## config.mk

```make
export PLATFORM = sky130hd
export DESIGN_NAME = cyclic_decoder
export DESIGN_NICKNAME = d
export VERILOG_FILES = /design/src/rtl/cyclic_code_pkg.sv /design/src/rtl/cyclic_syndrome_lfsr.sv /design/src/rtl/cyclic_decoder.sv
export SDC_FILE = /design/constraint.sdc
export NUM_CORES = 1
export LEC_CHECK = 0
export ABC_AREA = 1
export CAP_MARGIN = 20
export CORE_UTILIZATION = 40
export DETAILED_ROUTE_END_ITERATION = 6
export PLACE_DENSITY = 0.6
export SYNTH_ARGS = -nofsm -noshare
export SYNTH_HDL_FRONTEND = slang
export SYNTH_SLANG_ARGS = --single-unit
export TNS_END_PERCENT = 10
```

## constraint.sdc

```tcl
create_clock -name clk -period 1.4 [get_ports clk]
set_input_delay 0.28 -clock clk [delete_from_list [all_inputs] [get_ports clk]]
set_output_delay 0.28 -clock clk [all_outputs]
set_load 0.01 [all_outputs]
```

## src/rtl/cyclic_code_pkg.sv

```systemverilog
// rtl/cyclic_code_pkg.sv - shared (7,4) cyclic Hamming code constants, FSM states and helpers
package cyclic_code_pkg;

    localparam int N = 7;
    localparam int K = 4;
    localparam int R = 3;

    // g(x) = x^3 + x + 1
    localparam logic [R:0] GEN = 4'b1011;

    typedef enum logic [1:0] {
        ST_IDLE    = 2'd0,
        ST_RECV    = 2'd1,
        ST_CORRECT = 2'd2,
        ST_OUTPUT  = 2'd3
    } state_t;

    // Syndrome equals x^pos mod g(x); 000 has no position and must be gated by the caller.
    function automatic logic [2:0] syn_to_pos(input logic [R-1:0] syn);
        logic [2:0] pos;
        pos = 3'd0;
        case (syn)
            3'b001:  pos = 3'd0;
            3'b010:  pos = 3'd1;
            3'b100:  pos = 3'd2;
            3'b011:  pos = 3'd3;
            3'b110:  pos = 3'd4;
            3'b111:  pos = 3'd5;
            3'b101:  pos = 3'd6;
            default: pos = 3'd0;
        endcase
        return pos;
    endfunction

    // Parity bits of a systematic codeword: data * x^R mod g(x).
    function automatic logic [R-1:0] calc_remainder(input logic [K-1:0] data);
        logic [R-1:0] rem;
        logic         fb;
        rem = '0;
        for (int i = K - 1; i >= 0; i--) begin
            fb  = data[i] ^ rem[R-1];
            rem = {rem[R-2:0], 1'b0} ^ (fb ? GEN[R-1:0] : '0);
        end
        return rem;
    endfunction

endpackage

```

## src/rtl/cyclic_syndrome_lfsr.sv

```systemverilog
// rtl/cyclic_syndrome_lfsr.sv - serial divide-by-g(x) register producing the received-word syndrome
module cyclic_syndrome_lfsr
    import cyclic_code_pkg::*;
(
    input  logic         clk,
    input  logic         rst,
    input  logic         clr,
    input  logic         en,
    input  logic         din,
    output logic [R-1:0] syndrome
);

    // Each step computes (r(x) * x + din) mod g(x).
    always_ff @(posedge clk or negedge rst) begin
        if (!rst) begin
            syndrome <= '0;
        end else if (clr) begin
            syndrome <= '0;
        end else if (en) begin
            syndrome <= {syndrome[R-2:0], din} ^ (syndrome[R-1] ? GEN[R-1:0] : '0);
        end
    end

endmodule

```

## src/rtl/cyclic_decoder.sv

```systemverilog
// rtl/cyclic_decoder.sv - serial (7,4) cyclic Hamming decoder; CYCLIC_DEC_CORRECT_EN enables single-bit correction
module cyclic_decoder
    import cyclic_code_pkg::*;
(
    input  logic clk,
    input  logic rst,
    input  logic start,
    input  logic din_valid,
    input  logic datain,
    output logic dataout,
    output logic dout_valid,
    output logic err_detected,
    output logic err_corrected,
    output logic busy
);

    localparam logic [2:0] LAST_BIT = 3'(N - 1);
    localparam logic [2:0] OUT_DONE = 3'(K);

    state_t         state;
    logic [N-1:0]   cw_buf;
    logic [2:0]     bit_cnt;
    logic [2:0]     out_cnt;
    logic [R-1:0]   syndrome;
    logic           syn_clr;
    logic           syn_en;

    assign syn_clr = (state == ST_IDLE) && start;
    assign syn_en  = (state == ST_RECV) && din_valid;
    assign busy    = (state != ST_IDLE);

    cyclic_syndrome_lfsr u_syndrome (
        .clk      (clk),
        .rst      (rst),
        .clr      (syn_clr),
        .en       (syn_en),
        .din      (datain),
        .syndrome (syndrome)
    );

`ifndef CYCLIC_DEC_CORRECT_EN
    assign err_corrected = 1'b0;
`endif

    always_ff @(posedge clk or negedge rst) begin
        if (!rst) begin
            state        <= ST_IDLE;
            cw_buf       <= '0;
            bit_cnt      <= '0;
            out_cnt      <= '0;
            dataout      <= 1'b0;
            dout_valid   <= 1'b0;
            err_detected <= 1'b0;
`ifdef CYCLIC_DEC_CORRECT_EN
            err_corrected <= 1'b0;
`endif
        end else begin
            case (state)
                ST_IDLE: begin
                    dataout    <= 1'b0;
                    dout_valid <= 1'b0;
                    if (start) begin
                        state        <= ST_RECV;
                        cw_buf       <= '0;
                        bit_cnt      <= '0;
                        out_cnt      <= '0;
                        err_detected <= 1'b0;
`ifdef CYCLIC_DEC_CORRECT_EN
                        err_corrected <= 1'b0;
`endif
                    end
                end
                ST_RECV: begin
                    if (din_valid) begin
                        cw_buf <= {cw_buf[N-2:0], datain};
                        if (bit_cnt == LAST_BIT) begin
                            bit_cnt <= '0;
                            state   <= ST_CORRECT;
                        end else begin
                            bit_cnt <= bit_cnt + 3'd1;
                        end
                    end
                end
                ST_CORRECT: begin
                    err_detected <= |syndrome;
`ifdef CYCLIC_DEC_CORRECT_EN
                    err_corrected <= |syndrome;
                    if (|syndrome) begin
                        cw_buf <= cw_buf ^ (7'b1 << syn_to_pos(syndrome));
                    end
`endif
                    out_cnt <= '0;
                    state   <= ST_OUTPUT;
                end
                ST_OUTPUT: begin
                    // Data bits sit in the top K positions; shift them out MSB first.
                    if (out_cnt == OUT_DONE) begin
                        dataout    <= 1'b0;
                        dout_valid <= 1'b0;
                        out_cnt    <= '0;
                        state      <= ST_IDLE;
                    end else begin
                        dataout    <= cw_buf[N-1];
                        dout_valid <= 1'b1;
                        cw_buf     <= {cw_buf[N-2:0], 1'b0};
                        out_cnt    <= out_cnt + 3'd1;
                    end
                end
                default: begin
                    state      <= ST_IDLE;
                    dataout    <= 1'b0;
                    dout_valid <= 1'b0;
                end
            endcase
        end
    end

endmodule

```

# Word level (Yosys, flattened, before mapping)
# Index checks and enable logic that the tools add are counted.
[totals] out_inout_bits=5 ff_bits=21 inputBits=5 elab_cells=61
[op_classes] n_reduce_logical=16 n_mux=24 bitwise=1 eq_ne=10 n_addsub=2
[op_table] op="$mux W7" n=3
[op_table] op="$pmux W7 S3" n=1
[op_table] op="$mux W3" n=6
[op_table] op="$mux W2" n=5
[op_table] op="$reduce_bool A2 Y1" n=5
[op_table] op="$pmux W3 S3" n=1
[op_table] op="$ne A2 B2 Y1 const B" n=4
[op_table] op="$pmux W2 S4" n=1
[op_table] op="$reduce_and A4 Y1" n=2
[op_table] op="$add A3 B1 Y3 const B" n=2
[op_table] op="$eq A3 B3 Y1 const B" n=2
[op_table] op="$pmux W1 S2" n=3
[op_table] op="$pmux W3 S2" n=1
[op_table] op="$reduce_bool A3 Y1" n=2
[op_table] op="$eq A2 B2 Y1 const B" n=2
[op_table] op="$reduce_and A2 Y1" n=2
[op_table] op="$mux W1" n=3
[op_table] op="$reduce_and A3 Y1" n=1
[op_table] op="$reduce_or A3 Y1" n=1
[op_table] op="$xor A3 B3 Y3" n=1
[op_table] op="$eq A2 B1 Y1 const B" n=1
[op_table] op="$logic_and A1 B1 Y1" n=2
[op_table] op="$logic_not A2 Y1" n=1
[op_table] op="$ne A2 B1 Y1 const B" n=1

# Logic depth before layout (Yosys ltp)
[logic_depth] ltp_word=4 mapped_depth=9

# By module
# Synthesis repeated with hierarchy kept, for this count alone.
[hier_totals] hier_cells=158 area_unflattened_um2=1214.9
[modules_own_cells] mod="cyclic_decoder" area_each_um2=1059.8 n_inst=1 cells_per_inst=136
[modules_own_cells] mod="cyclic_syndrome_lfsr" area_each_um2=155.1 n_inst=1 cells_per_inst=22

# Least setup slack after synthesis
# OpenSTA, ideal clock, no wires.
[synth_path] kind="reg2reg" start="register state[0]" end="register bit_cnt[2]" setup_ns=0.120 stages_incl_launch_ff=8 arrival_time_ns=1.202 path_buffers=0 path_slack_ns=0.077 path_cell_list="dfrtp_1 -> inv_1 -> ha_1 -> nand2_2 -> nand2_2 -> nor2_2 -> nand3_1 -> nand2_1"
[synth_via] elab_chain_cells=3 elab_cells_between_ends=7
[synth_rtl] element="start: declaration" line="cyclic_decoder.sv:20" rtl="state_t state;"
[synth_rtl] element="start signal: assignment" line="cyclic_decoder.sv:47" rtl="state <= ST_IDLE;"
[synth_rtl] element="start signal: assignment" line="cyclic_decoder.sv:63" rtl="state <= ST_RECV;"
[synth_rtl] element="start signal: assignment" line="cyclic_decoder.sv:78" rtl="state <= ST_CORRECT;"
[synth_rtl] element="$eq A2 B1 Y1 or $logic_not A2 Y1 (tied branches)" line="cyclic_decoder.sv:58" rtl="case (state)"
[synth_rtl] element="$ne A2 B2 Y1 (no source line) or $reduce_bool A2 Y1 (tied branches)"
[synth_rtl] element="$reduce_and A3 Y1 (no source line)"
[synth_rtl] element="end signal: assignment" line="cyclic_decoder.sv:80" rtl="bit_cnt <= bit_cnt + 3'd1;"
[synth_rtl] element="end: declaration" line="cyclic_decoder.sv:22" rtl="logic [2:0] bit_cnt;"
# Several ways; a longest one is shown, not always the timed one.
# A chain may end at the register's enable or synchronous reset.

# Worst setup path in the final report
[layout_path] start="register state[1]" end="output busy"
[layout_via] elab_chain_cells=1
[layout_rtl] element="$reduce_bool A2 Y1" line="cyclic_decoder.sv:30" rtl="assign busy = (state != ST_IDLE);"
[layout_rtl] element="end: declaration" line="cyclic_decoder.sv:14" rtl="output logic busy"
# No other way between the ends.

==> flow_summary.yaml <==
synthesis:
  synth-warning-count: 0
  synth_top_area_share_pct: 42.4
  synth_flop_cell: "dfrtp_1"
  synth_seq_area_share_pct: 42.4
  post-synth-top-count-cell: "nand2_1"
  netlist_instances: 156
  ys_seq_elements: 21
  synthArstFlopShare_pct: 100
  synthesis.nets: 170
  synth-edff-count: 0
  synth.area.top_cells: "dfrtp_1 (42%), nand2_1 (14%), ha_1 (9.1%), inv_1 (6.7%), nand3_1 (6.1%)"
  avgSynthCellArea_um2: 7.94
  ys_types: 21
  synth_largest_area_cell: "dfrtp_1"
  netlist_area_um2: 1240
  synth_commonest_cells: "nand2_1 (45), inv_1 (22), dfrtp_1 (21)"
grt:
  globalRouteTotalUtil_pct: 16.1
  antenna_found_initial: 0
  grt_max_degree: 22
  grt-ovfl-total: 0
  grt_pass1_wl_um: 4110
  first_global_vias: 961
clocking:
  path_clk_slew_ps: 120
  h-tree-depth: 1
  cts_tree: "built"
  clock-sinks: 21
  insertion_delay_ps: 300
  clockBufferDepth: 2
  cts_root_buf: "clkbuf_4"
  cts_buffers: 3
hold_path:
  hold_path.class: "in -> async"
power_and_ir_drop:
  finalPower_mw: 3.06
  p_comb_share_pct: 63.1
  switching_share_pct: 44.2
  pwr-share-clk_pct: 9.7
  p_per_area_nw_per_um2: 1950
  irDropWorstVdd_uv: 923
  power.share.sequential_pct: 27.2
  cell_internal_pwr_mw: 1.71
  cellLeakagePower_nw: 0.789
  p_switching_mw: 1.35
timing:
  grt_setup_unrepaired: "yes"
  fin_setup_tns_ps: 0
  period_needed_ps: 1370
  setup_viol: 0
  fmax_ghz: 0.728
  finClkSkew_ps: 1.05
  hold_viol: 0
  timing.final.crit_share_pct: 98.1
  drv_slew: 0
floorplan:
  fp-row-count: 19
  die_h_um: 57.7
  die_area_um2: 3320
  core_area_um2: 2850
  dieWidth_um: 57.7
  ios: 10
  start_util_pct: 43.4
final_layout:
  nets: 196
  final_cells: 212
  antenna_cells: 0
  syn_to_final_growth_pct: 27.0
  postLayoutCoreUtil_pct: 55.1
  drive_above_1_share_pct: 23.2
  fillers: 276
  fin_area_um2: 1570
placed_design:
  portBuffers: 8
  place.gp.congestion: 0.785
  place_inst: 206
  dpl_cell_area_um2: 1440
  dpl.hpwl_um: 1840
worst_setup_path:
  cp.arrival_ps: 1090
  worstPathMaxFanout: 3
  path_common_cell: "inv_2"
  slowest_stage: "dfrtp_1"
  path_delay_family: "flip-flops"
  worst-path-buf-inv: 3
  critPathKind: "reg -> out"
  required_ps: 1120
  crit_chain: "inv_2 -> ha_4 -> inv_2 -> buf_6"
  slowest_delay_ps: 410
  cp-end-kind: "output port"
  setup.worst_path.start_class: "flop"
routing:
  drc: 0
  drt_pass1_iterations: 4
  vias: 1021
  ant_nets: 0
  wire_per_inst_um: 11.5
  wl_um: 2450
  dr.first_iter.drc_count: 40
  routed_via_density: 4.82
flow_run:
  cap_violations: 0
run_status:
  status: "finished, final reports clean"
## cell families (layout without fill, tap and decap cells)
kind of cell,Yosys count,in the layout,share of synthesized area (%)
flops,21,21,42.4
buf+inv,24,49,8.18
xor+xnor,3,3,2.12
simple gates,81,81,30.2
other cells,1,1,0.303
fa+ha+maj,9,9,9.09
compound gates,17,17,7.68
## power by group through the flow
stage | sequential [mW] | clock [mW] | combinational (mW)
6_report | 0.834 | 0.298 | 1.93
5_1_grt | 0.857 | 0.339 | 2.14
4_1_cts | 0.839 | 0.311 | 1.73
3_5_place_dp | 0.848 | 0 | 1.62
3_3_place_gp | 0.836 | 0 | 1.60
2_1_floorplan | 0.849 | 0 | 1.06
## placed cells by master, fill, tap and decap left out, drive strengths merged
cell type	Yosys	routed
clkdlybuf4s50	0	4
nand4	1	1
conb	1	1
o22ai	4	4
xnor2	3	3
buf	2	16
o21ai	9	9
nand3	15	15
dfrtp	21	21
inv	22	22
or2	1	1
dlygate4sd2	0	3
o21bai	2	2
nor2	14	14
clkbuf	0	4
ha	9	9
nand2	50	50
a21oi	2	2
## repair_timing
action | 4_1_cts | 5_1_grt
hold endpoints to repair | 0 | 0
pin swaps | 0 | 10
buffers inserted | 1 | 1
hold buffers | 0 | 0
gates resized for setup | 15 | 15
setup endpoints to repair | 19 | 15
## worst reg2reg max path: stages, from the launching register on
cell and delay [ps]:
dfrtp_1 410, buf_4 180, ha_4 200, nor2_4 170
nand2_4 90, nand2_4 70, nor2_4 50, nand2_1 60
nand2_1 50
## layer usage
layer | up-vias | GRT usage [%] | wire, µm
met5 | - | 0 | 0
li1 | 539 | - | -
met2 | 10 | 26.6 | 1210
met3 | 5 | 2.68 | 58
met1 | 467 | 21.7 | 1140
met4 | 0 | 5.10 | 38
## layout make-up
| cell class | instances | area, µm² | area share, % |
|---|---|---|---|
| tap | 31 | 38.8 | 2.47 |
| multi-input combinational | 111 | 706 | 44.9 |
| sequential | 21 | 526 | 33.4 |
| timing repair buffer | 23 | 194 | 12.3 |
| inverter | 22 | 82.6 | 5.25 |
| clock buffer | 4 | 26.3 | 1.67 |
## sequential cells by signal, summed over array words and instances, names as in the netlist
name                 flops
err_detected             1
bit_cnt                  3
out_cnt                  3
state                    2
dataout                  1
cw_buf                   7
dout_valid               1
u_syndrome.syndrome      3
## path summary, 6_finish.rpt
| path | from | endpoint | slack [ps] | cells after the start |
|---|---|---|---|---|
| min in group clk | cw_buf[0]$_DFFE_PN0P_ | cw_buf[0]$_DFFE_PN0P_ | 480 | 2 |
| setup / recovery | state[1]$_DFFE_PN0P_ | busy | 30 | 4 |
| setup reg to reg | state[0]$_DFFE_PN0P_ | cw_buf[0]$_DFFE_PN0P_ | 40 | 8 |
| max in group asynchronous | rst | state[0]$_DFFE_PN0P_ | 880 | 2 |
| hold / removal | rst | bit_cnt[0]$_DFFE_PN0P_ | 300 | 2 |
| hold reg to reg | cw_buf[0]$_DFFE_PN0P_ | cw_buf[0]$_DFFE_PN0P_ | 480 | 2 |
## per-stage QoR
stage	hold slack [ps]	worst slack, ps
2_1_floorplan	-15.6	77.4
3_3_place_gp	455	-51.3
3_5_place_dp	459	-103
4_1_cts	308	-34.9
5_1_grt	321	-46.2
6_report	300	26.9
(Power assumes the default switching activity.)
